--- config.mk ---
export PLATFORM = sky130hd
export DESIGN_NAME = seg_scan_scroller
export DESIGN_NICKNAME = d
export VERILOG_FILES = /design/src/rtl/seg_scan_scroller.sv
export SDC_FILE = /design/constraint.sdc
export NUM_CORES = 1
export LEC_CHECK = 0
export CAP_MARGIN = 20
export CORE_ASPECT_RATIO = 0.7
export CORE_MARGIN = 3
export CORE_UTILIZATION = 45
export CTS_BUF_LIST = sky130_fd_sc_hd__clkbuf_4
export CTS_CLUSTER_DIAMETER = 120
export CTS_CLUSTER_SIZE = 28
export DETAILED_ROUTE_END_ITERATION = 8
export HOLD_SLACK_MARGIN = 0.06
export SYNTH_ARGS = -nofsm -noshare
export SYNTH_HDL_FRONTEND = slang
export SYNTH_SLANG_ARGS = --single-unit
export TNS_END_PERCENT = 100
--- constraint.sdc ---
create_clock -name clk -period 2.8 [get_ports clk]
set_clock_uncertainty 0.05 [all_clocks]
set_input_delay 0.28 -clock clk [delete_from_list [all_inputs] [get_ports clk]]
set_output_delay 0.28 -clock clk [all_outputs]
set_load 0.1 [all_outputs]
--- src/rtl/seg_scan_scroller.sv ---
// Multiplexed seven-segment scan driver: one 8-bit segment bus time-shared across
// NUM_DIGITS one-hot selects, reading a writable pattern buffer from a scroll offset.
module seg_scan_scroller #(
  parameter int NUM_DIGITS    = 10,
  parameter int MSG_LEN       = 16,
  parameter int SCAN_DIV      = 1,
  parameter int SCROLL_FRAMES = 4,
  localparam int AW = (MSG_LEN > 1) ? $clog2(MSG_LEN) : 1
) (
`ifdef USE_POWER_PINS
  inout  wire                   vccd1,
  inout  wire                   vssd1,
`endif
  input  logic                  clk,
  input  logic                  rst_n,
  input  logic                  en,
  input  logic                  scroll_en,
  input  logic                  wr_en,
  input  logic [AW-1:0]         wr_addr,
  input  logic [7:0]            wr_data,
  output logic [NUM_DIGITS-1:0] sel,
  output logic [7:0]            segm,
  output logic                  frame_start
);

  localparam int AW1 = AW + 1;
  localparam int PW  = (SCAN_DIV > 1) ? $clog2(SCAN_DIV) : 1;
  localparam int DW  = $clog2(NUM_DIGITS);
  localparam int FW  = (SCROLL_FRAMES > 1) ? $clog2(SCROLL_FRAMES) : 1;

  localparam logic [PW-1:0]  P_LAST    = PW'(SCAN_DIV - 1);
  localparam logic [DW-1:0]  D_LAST    = DW'(NUM_DIGITS - 1);
  localparam logic [FW-1:0]  F_LAST    = FW'(SCROLL_FRAMES - 1);
  localparam logic [AW-1:0]  O_LAST    = AW'(MSG_LEN - 1);
  localparam logic [AW1-1:0] MSG_LEN_W = AW1'(MSG_LEN);

  logic [PW-1:0]         p_q, p_d;
  logic [DW-1:0]         d_q, d_d;
  logic [AW-1:0]         o_q, o_d;
  logic [FW-1:0]         f_q, f_d;
  logic [NUM_DIGITS-1:0] sel_q, sel_d;
  logic [7:0]            segm_q, segm_d;
  logic                  frame_start_q, frame_start_d;
  logic [7:0]            mem_q [MSG_LEN];
  logic [7:0]            mem_d [MSG_LEN];

  logic                  tick;
  logic [AW1-1:0]        rd_sum;
  logic [AW-1:0]         rd_idx;
  logic [7:0]            rd_data;

  // o+d stays below 2*MSG_LEN, so a single conditional subtract replaces the modulo.
  always_comb begin
    tick    = en && (p_q == P_LAST);
    rd_sum  = AW1'(o_q) + AW1'(d_q);
    rd_idx  = (rd_sum >= MSG_LEN_W) ? AW'(rd_sum - MSG_LEN_W) : AW'(rd_sum);
    rd_data = mem_q[rd_idx];
  end

  always_comb begin
    p_d           = p_q;
    d_d           = d_q;
    o_d           = o_q;
    f_d           = f_q;
    sel_d         = sel_q;
    segm_d        = segm_q;
    frame_start_d = 1'b0;
    if (!en) begin
      sel_d  = '0;
      segm_d = '0;
    end else begin
      p_d = tick ? '0 : p_q + 1'b1;
      if (tick) begin
        sel_d         = {{(NUM_DIGITS-1){1'b0}}, 1'b1} << d_q;
        segm_d        = rd_data;
        frame_start_d = (d_q == '0);
        if (d_q == D_LAST) begin
          d_d = '0;
          // Offset only moves at frame boundaries so a frame never mixes offsets.
          if (!scroll_en) begin
            f_d = '0;
          end else if (f_q == F_LAST) begin
            f_d = '0;
            o_d = (o_q == O_LAST) ? '0 : o_q + 1'b1;
          end else begin
            f_d = f_q + 1'b1;
          end
        end else begin
          d_d = d_q + 1'b1;
        end
      end
    end
  end

  always_comb begin
    mem_d = mem_q;
    if (wr_en && ({1'b0, wr_addr} < MSG_LEN_W)) begin
      mem_d[wr_addr] = wr_data;
    end
  end

  always_ff @(posedge clk or negedge rst_n) begin
    if (!rst_n) begin
      p_q           <= '0;
      d_q           <= '0;
      o_q           <= '0;
      f_q           <= '0;
      sel_q         <= '0;
      segm_q        <= '0;
      frame_start_q <= 1'b0;
      for (int i = 0; i < MSG_LEN; i++) begin
        mem_q[i] <= '0;
      end
    end else begin
      p_q           <= p_d;
      d_q           <= d_d;
      o_q           <= o_d;
      f_q           <= f_d;
      sel_q         <= sel_d;
      segm_q        <= segm_d;
      frame_start_q <= frame_start_d;
      for (int i = 0; i < MSG_LEN; i++) begin
        mem_q[i] <= mem_d[i];
      end
    end
  end

  assign sel         = sel_q;
  assign segm        = segm_q;
  assign frame_start = frame_start_q;

endmodule

-- Word-level counts from Yosys, hierarchy flattened
Cells that the tools add are included.
- logic and storage cells: 65
- output and inout bits: 19
- input bits: 17
- flip-flop bits (word level): 158
- mux-type cells: 18
- $lt $le $gt $ge: 4
- add/subtract/negate cells: 6
- bitwise operators: 3
- shift operators: 1
- equal/unequal tests: 4
- reductions and logical operators: 6
- operators with widths (kind ; count):
    $bwmux W128 ; 1
    $mux W8 ; 5
    $bmux W8 S4 ; 1
    $demux W8 S4 ; 1
    $mux W10 ; 2
    $ge A5 B5 Y1 const B ; 3
    $mux W4 ; 3
    $not A4 Y5 ; 2
    $shl A1 B4 Y10 const A ; 1
    $add A4 B1 Y4 const B ; 2
    $eq A4 B4 Y1 const B ; 2
    $add A4 B4 Y5 ; 1
    $lt A5 B1 Y1 const B ; 1
    $reduce_and A5 Y1 ; 1
    $logic_not A4 Y1 ; 1
    $mux W2 ; 2
    $sub A4 B1 Y4 const B ; 1
    $mux W1 ; 3
    $reduce_and A3 Y1 ; 1
    $add A2 B1 Y2 const B ; 1
    $eq A2 B2 Y1 const B ; 1
    $logic_and A1 B1 Y1 ; 2
    $ne A2 B1 Y1 const B ; 1
    $reduce_and A2 Y1 ; 1
    2 further kinds ; 2

-- Longest topological paths before layout
- depth in word-level cells: 9
- mapped depth: 7
- gate-level depth less buffers: 6

-- Least setup slack after synthesis
OpenSTA, ideal clock, no wires.
- kind: register to register
- from: reg d_q[0]
- to: reg segm_q[0] (netlist: segm[0])
- path buffers: 1
- stages on the path, launching flop included: 8
- library setup time: 0.122 ns
- arrival: 2.344 ns
- path slack: 0.285 ns
- data required time: 2.628 ns
- path through: dfrtp_1 -> ha_1 -> fa_1 -> buf_1 -> mux4_2 -> mux2_2 -> a22oi_1 -> nand2_1
- longest elaborated chain between the ends: 9
- elaborated cells on any way between the ends: 10
- classes of those cells: add/sub (2); order compare (1); mux (6); bitwise (1)
- RTL lines (what ; RTL line ; source):
    start, declared ; 38 ; logic [DW-1:0] d_q, d_d;
    start signal, assigned ; 105 ; d_q <= '0;
    start signal, assigned ; 116 ; d_q <= d_d;
    $add A4 B4 Y5 (*) ; 55 ; rd_sum = AW1'(o_q) + AW1'(d_q);
    $sub A4 B1 Y4 / $ge A5 B5 Y1 (equally long branches) ; 56 ; rd_idx = (rd_sum >= MSG_LEN_W) ? AW'(rd_sum - MSG_LEN_W) : AW'(rd_sum);
    $mux W4 (*) ; 56 ;
    $not A4 Y5 (not written as such) (*) ; 57 ; rd_data = mem_q[rd_idx];
    $bmux W8 S4 (*) ; 57 ;
    $mux W8 (not written as such) (*) (2 in series) ; 57 ;
    $mux W8 (*) ; 73 ; if (tick) begin
    $mux W8 (*) ; 68 ; if (!en) begin
    end signal, assigned ; 120 ; segm_q <= segm_d;
    end, declared ; 42 ; logic [7:0] segm_q, segm_d;
Mark *: on every way between the ends. The rest lies on a longest branch, timed or not. The select of a mux whose other input is x is not followed.
A chain may end at the register's enable or synchronous reset.

-- Worst setup path in the final report
- from: reg o_q[0]
- to: reg segm_q[3] (netlist: segm[3])
- longest elaborated chain between the ends: 9
- elaborated cells on any way between the ends: 10
- classes of those cells: add/sub (2); order compare (1); mux (6); bitwise (1)
- RTL lines (what ; RTL line ; source):
    start, declared ; 39 ; logic [AW-1:0] o_q, o_d;
    start signal, assigned ; 106 ; o_q <= '0;
    start signal, assigned ; 117 ; o_q <= o_d;
    $add A4 B4 Y5 (*) ; 55 ;
    $sub A4 B1 Y4 / $ge A5 B5 Y1 (equally long branches) ; 56 ;
    $mux W4 (*) ; 56 ;
    $not A4 Y5 (not written as such) (*) ; 57 ;
    $bmux W8 S4 (*) ; 57 ;
    $mux W8 (not written as such) (*) (2 in series) ; 57 ;
    $mux W8 (*) ; 73 ;
    $mux W8 (*) ; 68 ;
Marks and branches as above.

==> impl_metrics.yaml <==
cells_and_area:
  diodes: 0
  layout-drive-gt1-share_pct: 42.4
  layout.nets: 561
  final_design_area_no_fill_um2: 8210
  areaGrowthSynthToFinish_pct: 12.4
die:
  die_h_um: 113
  initial_core_util_pct: 46.6
  ios: 36
  die_w_um: 158
  row_count: 38
  core_area_um2: 15700
  dieArea_um2: 17800
worst_setup_path:
  crit_fanout: 32
  reg2regPathDepth: 7
  r2r_slack_ns: 0.31
  regToRegEndpoint: "segm[3]"
  crit-reg2reg-launch: "o_q[0]"
  critPathArrivalTime_ns: 2.90
  critPathKind: "register to register"
  worstSetupStartpoint: "o_q[0]"
  startpoint_type: "register"
  crit_path_end_kind: "register"
  worstPathRequired_ns: 3.21
  crit_end: "segm[3]"
timing:
  max_clock_freq_mhz: 402
  setup_violations: 0
  rsz0062_at_grt: "false"
  worstMarginPinSlew_ns: 0.848
  fin_tns_setup_ns: 0
  drv_slew: 0
  slew_headroom_pct: 41.9
  hold_viol_final: 0
  fin_hold_ws_ns: 0.200
  fin_crit_ns: 2.49
  fin_crit_sh_pct: 88.9
synthesis:
  synth_cells: 485
  synth.largest_area_cell: "dfrtp_1"
  synth-edff-count: 0
  synth_warnings: 0
  synth-async-reset-ratio_pct: 100
  synth_area_leaders: "dfrtp_1 54%, mux2_2 22%, mux4_1 7.2%"
  syn-mean-instance-area_um2: 15.1
  synth_seq_cells: 158
  ys.flop_type: "dfrtp_1"
  synthesis.area_um2: 7300
  synthesis.nets: 510
  yosysMostFrequentCell: "dfrtp_1"
  synthTopCellsByCount: "158 x dfrtp_1, 145 x mux2_2, 23 x nand2_1"
  post_synth_num_cell_types: 39
  synth_top_area_share_pct: 54.1
  synth-seq-area-share_pct: 54.1
clock_tree:
  clk_latency_ns: 0.56
  clkSinkCount: 158
  cts_max_level: 4
  cts_buffer_depth: 2
  path_clk_slew_ns: 0.14
  cts-root-buf: "clkbuf_4"
  cts_tree: "built"
  cts_buffers: 17
  cts_setup_buffers: 0
placement:
  gp_congestion: 0.766
  port_buffers: 35
  placed_cell_area_um2: 7930
  dp_hpwl_mm: 10.3
drt:
  first_pass_iters: 4
  totalWireLength_mm: 15.2
  vias_per_cell: 5.65
  wire_per_inst_um: 20.2
  drc: 0
  via_count: 4229
  drt_iter0_drc: 230
  postRouteAntennaNets: 0
worst_hold_path:
  min_path_type: "input port to asynchronous set/reset pin"
grt:
  antenna_found_initial: 0
  grtUsageTotal_pct: 18.7
  overflow: 0
  grt_max_degree: 69
  grt_pass1_wl_mm: 25.2
  grt_pass1_vias: 4519
pwr:
  ir_drop_mv: 0.545
  p_per_area_nw_per_um2: 966
  p_leak_nw: 3.68
  finalPower_mw: 7.93
run:
  cap_violations: 0
run_status:
  status: "complete, no violations"
## sequential cells by signal, indices dropped and copies added, names as in the netlist
register,count
d_q,4
f_q,2
frame_start,1
mem_q,128
o_q,4
p_q,1
segm,8
sel,10
## layer usage
layer	track usage, %	routed length [um]	share of wire [%]
met5	0	0	0
met2	27.6	6810	45
met4	5.67	179	1.2
met1	28.1	7610	50
met3	3.97	564	3.7
## how the worst min path moves through the flow
stage,startpoint,to,slack (ns),cells after the start
final,rst_n,mem_q[19],0.20,2
after global routing,rst_n,mem_q[27],0.20,2
after CTS,rst_n,mem_q[19],0.18,2
after detailed placement,rst_n,mem_q[19],0.26,1
after global placement,rst_n,mem_q[19],0.26,1
after floorplan,rst_n,d_q[0],-0.07,0
## repair_timing
action / in CTS / in global routing
gates resized for setup: 0 / 0
hold buffers: 1 / 0
endpoints found under the hold margin: 64 / 0
## placed cells by master (no fill, tap or decap), types with 5 or more instances in the layout
cell type        netlist  layout
nand2b_1               7       7
ha_1                   7       6
nor2_1                13      13
mux4_1                20      20
mux2_2               145     145
a21oi_1                5       5
clkbuf_4               0      17
a22oi_1               11      11
mux4_2                12      12
o21ai_0                6       6
a21o_1                 5       5
clkdlybuf4s50_1        0      15
nand2_1               23      23
dfrtp_1              158     158
buf_4                  0      38
nor2b_1                9       9
## where the power goes
part           switching, mW  internal, mW  leakage [nW]  total, mW
clock network          0.824         0.523         0.143       1.35
logic                   1.69          1.77          1.57       3.46
registers              0.306          2.82          1.97       3.13
total                   2.82          5.11          3.68       7.93
## worst max-delay path, stage by stage, from the launching register on
cell	delay, ns
dfrtp_1	0.46
ha_2	0.21
fa_1	0.53
buf_12	0.24
mux4_1	0.35
mux2_2	0.28
a22oi_1	0.19
nand2_1	0.07
## metrics by stage
stage               std cells  util [%]  setup slack (ns)
finish                    749      52.3             0.310
global route              749      52.3             0.175
CTS                       749      52.3             0.313
detailed placement        716      50.5             0.337
global placement          716      50.5             0.341
floorplan                 485         -             0.285
## final cells by class
class / instances / area [um^2]
Multi-Input combinational cell: 298 / 3210
Fill cell: 1326 / 7480
Timing Repair Buffer: 58 / 517
Tap cell: 200 / 250
Sequential cell: 158 / 3950
Clock buffer: 17 / 128
Clock inverter: 15 / 145
Inverter: 3 / 11.3
## cells by family (layout without fill, tap and decap cells)
| group | count (synthesis) | count (layout) | synth area share [%] |
|---|---|---|---|
| compound gates | 32 | 32 | 3.01 |
| mux | 179 | 179 | 33.5 |
| flops | 158 | 158 | 54.1 |
| buf+inv | 29 | 93 | 2.00 |
| fa+ha+maj | 8 | 8 | 1.47 |
| simple gates | 75 | 75 | 5.38 |
| xor+xnor | 4 | 4 | 0.480 |
(Power assumes the default switching activity.)
